[src/rtl/particle_rasterizer.sv]
// particle_rasterizer: fp16 particle stream to double-buffered 1-plane framebuffer with swap/clear control
// Define PARTICLE_COLOR_BY_INDEX_EN to colour each particle from the low bits of its index.
module particle_rasterizer #(
  parameter int SCREEN_W = 320,
  parameter int SCREEN_H = 240,
  parameter int CENTER_X = 160,
  parameter int CENTER_Y = 120,
  parameter int PIX_SHIFT = 4,
  parameter int COUNTER_SIZE = 16,
  parameter int COLOR_W = 4,
  parameter logic [COLOR_W-1:0] PARTICLE_COLOR = 4'hF,
  parameter int FIFO_DEPTH = 8
) (
  input  logic clk_in,
  input  logic rst_in,
  input  logic particle_valid_in,
  input  logic [COUNTER_SIZE-1:0] particle_index_in,
  input  logic [31:0] particle_pos_in,
  input  logic frame_complete_in,
  output logic [$clog2(2*SCREEN_W*SCREEN_H)-1:0] fb_addr_out,
  output logic [COLOR_W-1:0] fb_data_out,
  output logic fb_we_out,
  output logic front_buffer_out,
  output logic clearing_out,
  output logic [15:0] clip_count_out,
  output logic [15:0] drop_count_out
);
  localparam int NPIX = SCREEN_W * SCREEN_H;
  localparam int AW = $clog2(2 * NPIX);
  localparam int OW = $clog2(NPIX);
  localparam int PW = $clog2(FIFO_DEPTH) + 1;
  localparam int SH = 6 - PIX_SHIFT;
`ifdef PARTICLE_COLOR_BY_INDEX_EN
  localparam int DW = 32 + COLOR_W;
`else
  localparam int DW = 32;
`endif

  typedef enum logic [1:0] {CLEAR, DRAW, DRAIN, SWAP} state_t;
  state_t state, state_nx;

  logic [DW-1:0] mem [FIFO_DEPTH];
  logic [PW-1:0] wp, rp;
  logic [DW-1:0] din, head;
  logic empty, full, push, pop, drop, clr, pend;
  logic [OW-1:0] clr_cnt;
  logic [AW-1:0] back_base;
  logic [COLOR_W-1:0] pcol;
  logic unused_idx;

  logic s1_v;
  logic [17:0] s1_x, s1_y;
  logic [COLOR_W-1:0] s1_c;
  logic signed [16:0] fx, fy;
  logic signed [17:0] px, py;
  logic clip2;
  logic [OW-1:0] off2;
  logic s2_v, s2_clip;
  logic [OW-1:0] s2_off;
  logic [COLOR_W-1:0] s2_c;

  // Returns {clip, signed Q.6 value}; exponents >= 24 cover |v| >= 512, inf and NaN.
  function automatic logic [17:0] to_fix(input logic [15:0] h);
    logic [16:0] man, mag;
    man = {6'd0, 1'b1, h[9:0]};
    mag = (h[14:10] < 5'd9) ? '0 :
          (h[14:10] >= 5'd19) ? man << (h[14:10] - 5'd19) : man >> (5'd19 - h[14:10]);
    return {h[14:10] >= 5'd24, h[15] ? -mag : mag};
  endfunction

  assign unused_idx = ^particle_index_in;
`ifdef PARTICLE_COLOR_BY_INDEX_EN
  assign din = {particle_index_in[COLOR_W-1:0], particle_pos_in};
  assign pcol = (head[DW-1:32] == '0) ? PARTICLE_COLOR : head[DW-1:32];
`else
  assign din = particle_pos_in;
  assign pcol = PARTICLE_COLOR;
`endif

  assign head = mem[rp[PW-2:0]];
  assign empty = wp == rp;
  assign full = wp == {~rp[PW-1], rp[PW-2:0]};
  assign push = particle_valid_in && (!full || pop);
  assign drop = particle_valid_in && full && !pop;
  assign back_base = front_buffer_out ? '0 : AW'(NPIX);

  always_ff @(posedge clk_in or posedge rst_in)
    if (rst_in) state <= CLEAR;
    else state <= state_nx;

  always_comb begin
    state_nx = state;
    case (state)
      CLEAR: if (clr_cnt == OW'(NPIX - 1)) state_nx = DRAW;
      DRAW: if (frame_complete_in || pend) state_nx = DRAIN;
      DRAIN: if (empty && !s1_v && !s2_v) state_nx = SWAP;
      default: state_nx = CLEAR;
    endcase
  end

  always_comb begin
    pop = (state == DRAW || state == DRAIN) && !empty;
    clr = state == CLEAR;
    clearing_out = state == CLEAR;
  end

  always_ff @(posedge clk_in)
    if (push) mem[wp[PW-2:0]] <= din;

  always_ff @(posedge clk_in or posedge rst_in)
    if (rst_in) begin
      wp <= '0;
      rp <= '0;
      pend <= 1'b0;
      front_buffer_out <= 1'b0;
      clr_cnt <= '0;
      clip_count_out <= '0;
      drop_count_out <= '0;
    end else begin
      if (push) wp <= wp + 1'b1;
      if (pop) rp <= rp + 1'b1;
      pend <= (state == DRAW) ? 1'b0 : (pend || frame_complete_in);
      if (state == SWAP) front_buffer_out <= ~front_buffer_out;
      clr_cnt <= clr ? clr_cnt + 1'b1 : '0;
      if (state == SWAP) clip_count_out <= '0;
      else if (s2_v && s2_clip && clip_count_out != 16'hFFFF) clip_count_out <= clip_count_out + 1'b1;
      if (drop && drop_count_out != 16'hFFFF) drop_count_out <= drop_count_out + 1'b1;
    end

  always_comb begin
    fx = s1_x[16:0];
    fy = s1_y[16:0];
    px = 18'(CENTER_X) + 18'(fx >>> SH);
    py = 18'(CENTER_Y) - 18'(fy >>> SH);
    clip2 = s1_x[17] || s1_y[17] || px[17] || py[17] || px >= 18'(SCREEN_W) || py >= 18'(SCREEN_H);
    off2 = OW'(int'(py) * SCREEN_W + int'(px));
  end

  // Stage 1 converts both coordinates, stage 2 maps to a pixel offset, stage 3 is the output register.
  always_ff @(posedge clk_in or posedge rst_in)
    if (rst_in) begin
      s1_v <= 1'b0;
      s1_x <= '0;
      s1_y <= '0;
      s1_c <= '0;
      s2_v <= 1'b0;
      s2_clip <= 1'b0;
      s2_off <= '0;
      s2_c <= '0;
    end else begin
      s1_v <= pop;
      s1_x <= to_fix(head[31:16]);
      s1_y <= to_fix(head[15:0]);
      s1_c <= pcol;
      s2_v <= s1_v;
      s2_clip <= clip2;
      s2_off <= off2;
      s2_c <= s1_c;
    end

  always_ff @(posedge clk_in or posedge rst_in)
    if (rst_in) begin
      fb_we_out <= 1'b0;
      fb_addr_out <= '0;
      fb_data_out <= '0;
    end else if (clr) begin
      fb_we_out <= 1'b1;
      fb_addr_out <= back_base + AW'(clr_cnt);
      fb_data_out <= '0;
    end else begin
      fb_we_out <= s2_v && !s2_clip;
      if (s2_v && !s2_clip) begin
        fb_addr_out <= back_base + AW'(s2_off);
        fb_data_out <= s2_c;
      end
    end
endmodule

[config.mk]
export PLATFORM = sky130hd
export DESIGN_NAME = particle_rasterizer
export DESIGN_NICKNAME = d
export VERILOG_FILES = /design/src/rtl/particle_rasterizer.sv
export SDC_FILE = /design/constraint.sdc
export NUM_CORES = 1
export LEC_CHECK = 0
export ABC_AREA = 1
export CAP_MARGIN = 20
export CORE_UTILIZATION = 29
export DETAILED_ROUTE_END_ITERATION = 10
export PLACE_DENSITY = 0.52
export SLEW_MARGIN = 10
export SYNTH_ARGS = -nofsm -noshare
export SYNTH_HDL_FRONTEND = slang
export SYNTH_SLANG_ARGS = --single-unit
[constraint.sdc]
create_clock -name clk_in -period 6.1 [get_ports clk_in]
set_input_delay 1.22 -clock clk_in [delete_from_list [all_inputs] [get_ports clk_in]]
set_output_delay 1.22 -clock clk_in [all_outputs]
set_load 0.005 [all_outputs]
==> out/qor.yml <==
layout:
  nFillCells: 7464
  syn2layout_area_growth_pct: 14.9
  finish.instance_area_mm2: 0.0243
  fin_util: 0.338
  drive_gt1_frac: 0.0576
  fin_nets: 2697
yosys:
  synth_top_family_by_area: "simple AND/OR/NAND/NOR gates"
  yosys.area.top_type_share: 0.363
  synthTopCellsByArea: "edfxtp_1, dfrtp_1, nand2_1"
  netlist_instances: 2515
  ys.flop_type: "edfxtp_1"
  syn_nets: 2622
  synthSimpleGateAreaFrac: 0.278
  synth_mux_area_frac: 0
  seq_area_frac_synth: 0.523
  synth_most_common_cell: "nand2_1"
  syn-cell-area_mm2: 0.0212
  synth-edff-count: 256
  synth_cell_type_count: 56
  yosys.area.top_type: "edfxtp_1"
  synth_compound_area_frac: 0.0441
  synth-xor-area-share: 0.0286
  ys_top_cells_by_count: "nand2_1, inv_1, nand3_1"
  synthAdderAreaFrac: 0.0336
  synth.avg_cell_area_um2: 8.41
  yosysWarnings: 0
  synthArstFlopShare: 0.345
  synth-seq-cells: 391
placed_design:
  placed_area_mm2: 0.0229
  dp_hpwl_um: 35700
  gp_congestion: 0.866
  port-buffer-count: 92
floorplanning:
  die_area_mm2: 0.0741
  die_w_um: 272
  die_height_um: 272
  ios: 109
  start_util: 0.295
  num_rows: 98
  core_mm2: 0.0719
clocking:
  postCtsSetupBuffers: 0
  cts_hold_buf: 0
  clkSinkCount: 391
  cts_tree: "yes"
  clk_latency_ns: 0.60
  h-tree-depth: 2
  cts_resized: 0
  ctsLongestPathBuffers: 3
  clk_pin_slew_worst_paths_ns: 0.06
  cts_buffers: 43
  root_buffer: "clkbuf_16"
run_status:
  status: "complete, no violations"
setup_path:
  startpoint_type: "flip-flop"
  r2r_cells: 21
  crit_family: "simple AND/OR/NAND/NOR gates"
  crit_end: "s1_x[14]"
  path_buf_inv: 3
  arrival_ns: 5.19
  cp_cell_sequence: "inv_8, nand2_1, nand3_1, nand2_1, nand2_1, nand2_2, ha_1, ha_1, inv_1, nand3_1, nand3_1, nand2_1, nand2_1, inv_1, nand2_1, nor2_1, nand2_1, nand2_1, nand3_1, nand2_1, nand2_1"
  crit_top_cell: "nand2_1"
  worstSetupEndpointType: "flip-flop"
  slowest_stage: "dfrtp_4"
  slowest_delay_ns: 0.74
  crit_fanout: 126
  reg2reg_setup_slack_ns: 1.37
  regToRegStartpoint: "rp[0]"
  worstSetupPathDepth: 21
  critical_path_class: "reg -> reg"
  crit_start: "rp[0]"
  reg2reg_to: "s1_x[14]"
  required_ns: 6.56
timing:
  hold_viol: 0
  fin_hold_ws_ns: 0.347
  maxSlewHeadroom: 0.337
  finalMaxSlewViolations: 0
  rsz0062_at_grt: "no"
  tightestPinTransition_ns: 0.994
  finalSetupViolations: 0
  period_share: 0.775
  timing.fmax_ghz: 0.211
  skew_ns: 0.0364
  finalCriticalPeriod_ns: 4.73
  setup-tns-final_ns: 0
global_routing:
  grt_usage: 0.147
  grt_max_degree: 127
  grt_overflow: 0
  grt_pass1_wl_um: 86100
  antenna_found_initial: 3
  grt_pass1_vias: 16000
hold_path:
  hp-class: "reg -> reg"
routing:
  avgRoutedWirePerCell_um: 15.0
  viasPerCell: 4.60
  drt_first_pass_iters: 5
  routed_wl_um: 53800
  antenna_left: 0
  drc: 0
  dr_total_vias: 16500
  drtIter0Drc: 1269
job:
  maxCapViolCount: 0
[kinds of logic after synthesis]
| group | count (synthesis) |
|---|---|
| other cells | 1 |
| buf+inv | 452 |
| compound gates | 165 |
| flops | 391 |
| simple gates | 1382 |
| fa+ha+maj | 55 |
| xor+xnor | 69 |
[worst reg2reg max path, cell delays in order, from the launching register on]
cell,delay [ns]
dfrtp_4,0.74
inv_8,0.70
nand2_1,0.21
nand3_1,0.14
nand2_1,0.07
nand2_1,0.07
nand2_2,0.21
ha_1,0.32
ha_1,0.60
inv_1,0.37
nand3_1,0.25
nand3_1,0.10
nand2_1,0.08
nand2_1,0.10
inv_1,0.12
nand2_1,0.11
nor2_1,0.11
nand2_1,0.05
nand2_1,0.07
nand3_1,0.09
nand2_1,0.08
nand2_1,0.07
[worst min path at each step]
stage | start | slack [ns] | to | cells past startpoint
after floorplan | s1_c[0] | 0.33 | s2_c[0] | 0
after global placement | s1_c[0] | 0.33 | s2_c[0] | 0
after detailed placement | s1_c[0] | 0.34 | s2_c[0] | 0
after CTS | s1_x[2] | 0.34 | s2_off[0] | 0
after global routing | s1_x[2] | 0.36 | s2_off[0] | 0
final | s1_c[0] | 0.35 | s2_c[0] | 0
[registers in the layout, indices dropped and copies added, names as in the netlist, 2 cells and up]
name,flops
clip_count_out,16
clr_cnt,17
drop_count_out,16
fb_addr_out,18
mem,256
rp,4
s1_x,16
s1_y,16
s2_off,17
state,2
wp,4
[per-layer routing]
metal / GRT usage / wire (um) / vias to the layer above
met5: 0 / 13 / -
met3: 0.0242 / 2620 / 76
met1: 0.195 / 24900 / 7757
li1: - / - / 8247
met2: 0.243 / 25100 / 369
met4: 0.0457 / 1190 / 2
[placed cells by master, fill, tap and decap left out, types with 8 or more instances in the layout]
| master | n |
|---|---|
| xor2_1 | 43 |
| nor2_1 | 143 |
| o22ai_1 | 8 |
| buf_4 | 19 |
| a21oi_1 | 61 |
| nor2_4 | 10 |
| nand2_1 | 796 |
| xnor2_1 | 26 |
| ha_1 | 52 |
| dfrtp_1 | 133 |
| o21ai_1 | 10 |
| edfxtp_1 | 256 |
| nand2_2 | 28 |
| clkbuf_1 | 11 |
| nand3_1 | 334 |
| nand4_1 | 18 |
| nor3_1 | 29 |
| o21ai_0 | 52 |
| inv_1 | 360 |
| clkbuf_16 | 43 |
| clkdlybuf4s50_1 | 92 |
[final cells by class]
| cell class | count | area, um^2 | share of cell area |
|---|---|---|---|
| Antenna cell | 2 | 5.00 | 0.000206 |
| Clock buffer | 60 | 1200 | 0.0493 |
| Clock inverter | 17 | 186 | 0.00767 |
| Inverter | 371 | 1410 | 0.0581 |
| Multi-Input combinational cell | 1672 | 8190 | 0.337 |
| Sequential cell | 391 | 11100 | 0.455 |
| Tap cell | 950 | 1190 | 0.0489 |
| Timing Repair Buffer | 111 | 1060 | 0.0437 |
[stage by stage]
step                      setup WS (ns)  instances
after global routing              0.859       3574
after floorplan                    1.27       2515
after detailed placement           1.37       3495
after CTS                          1.38       3572
after global placement             1.43       3495
final                              1.37       3574
Power is left out: the tool's default activity adds up to more than one toggle a clock period on the data nets, which glitch-free logic cannot reach.
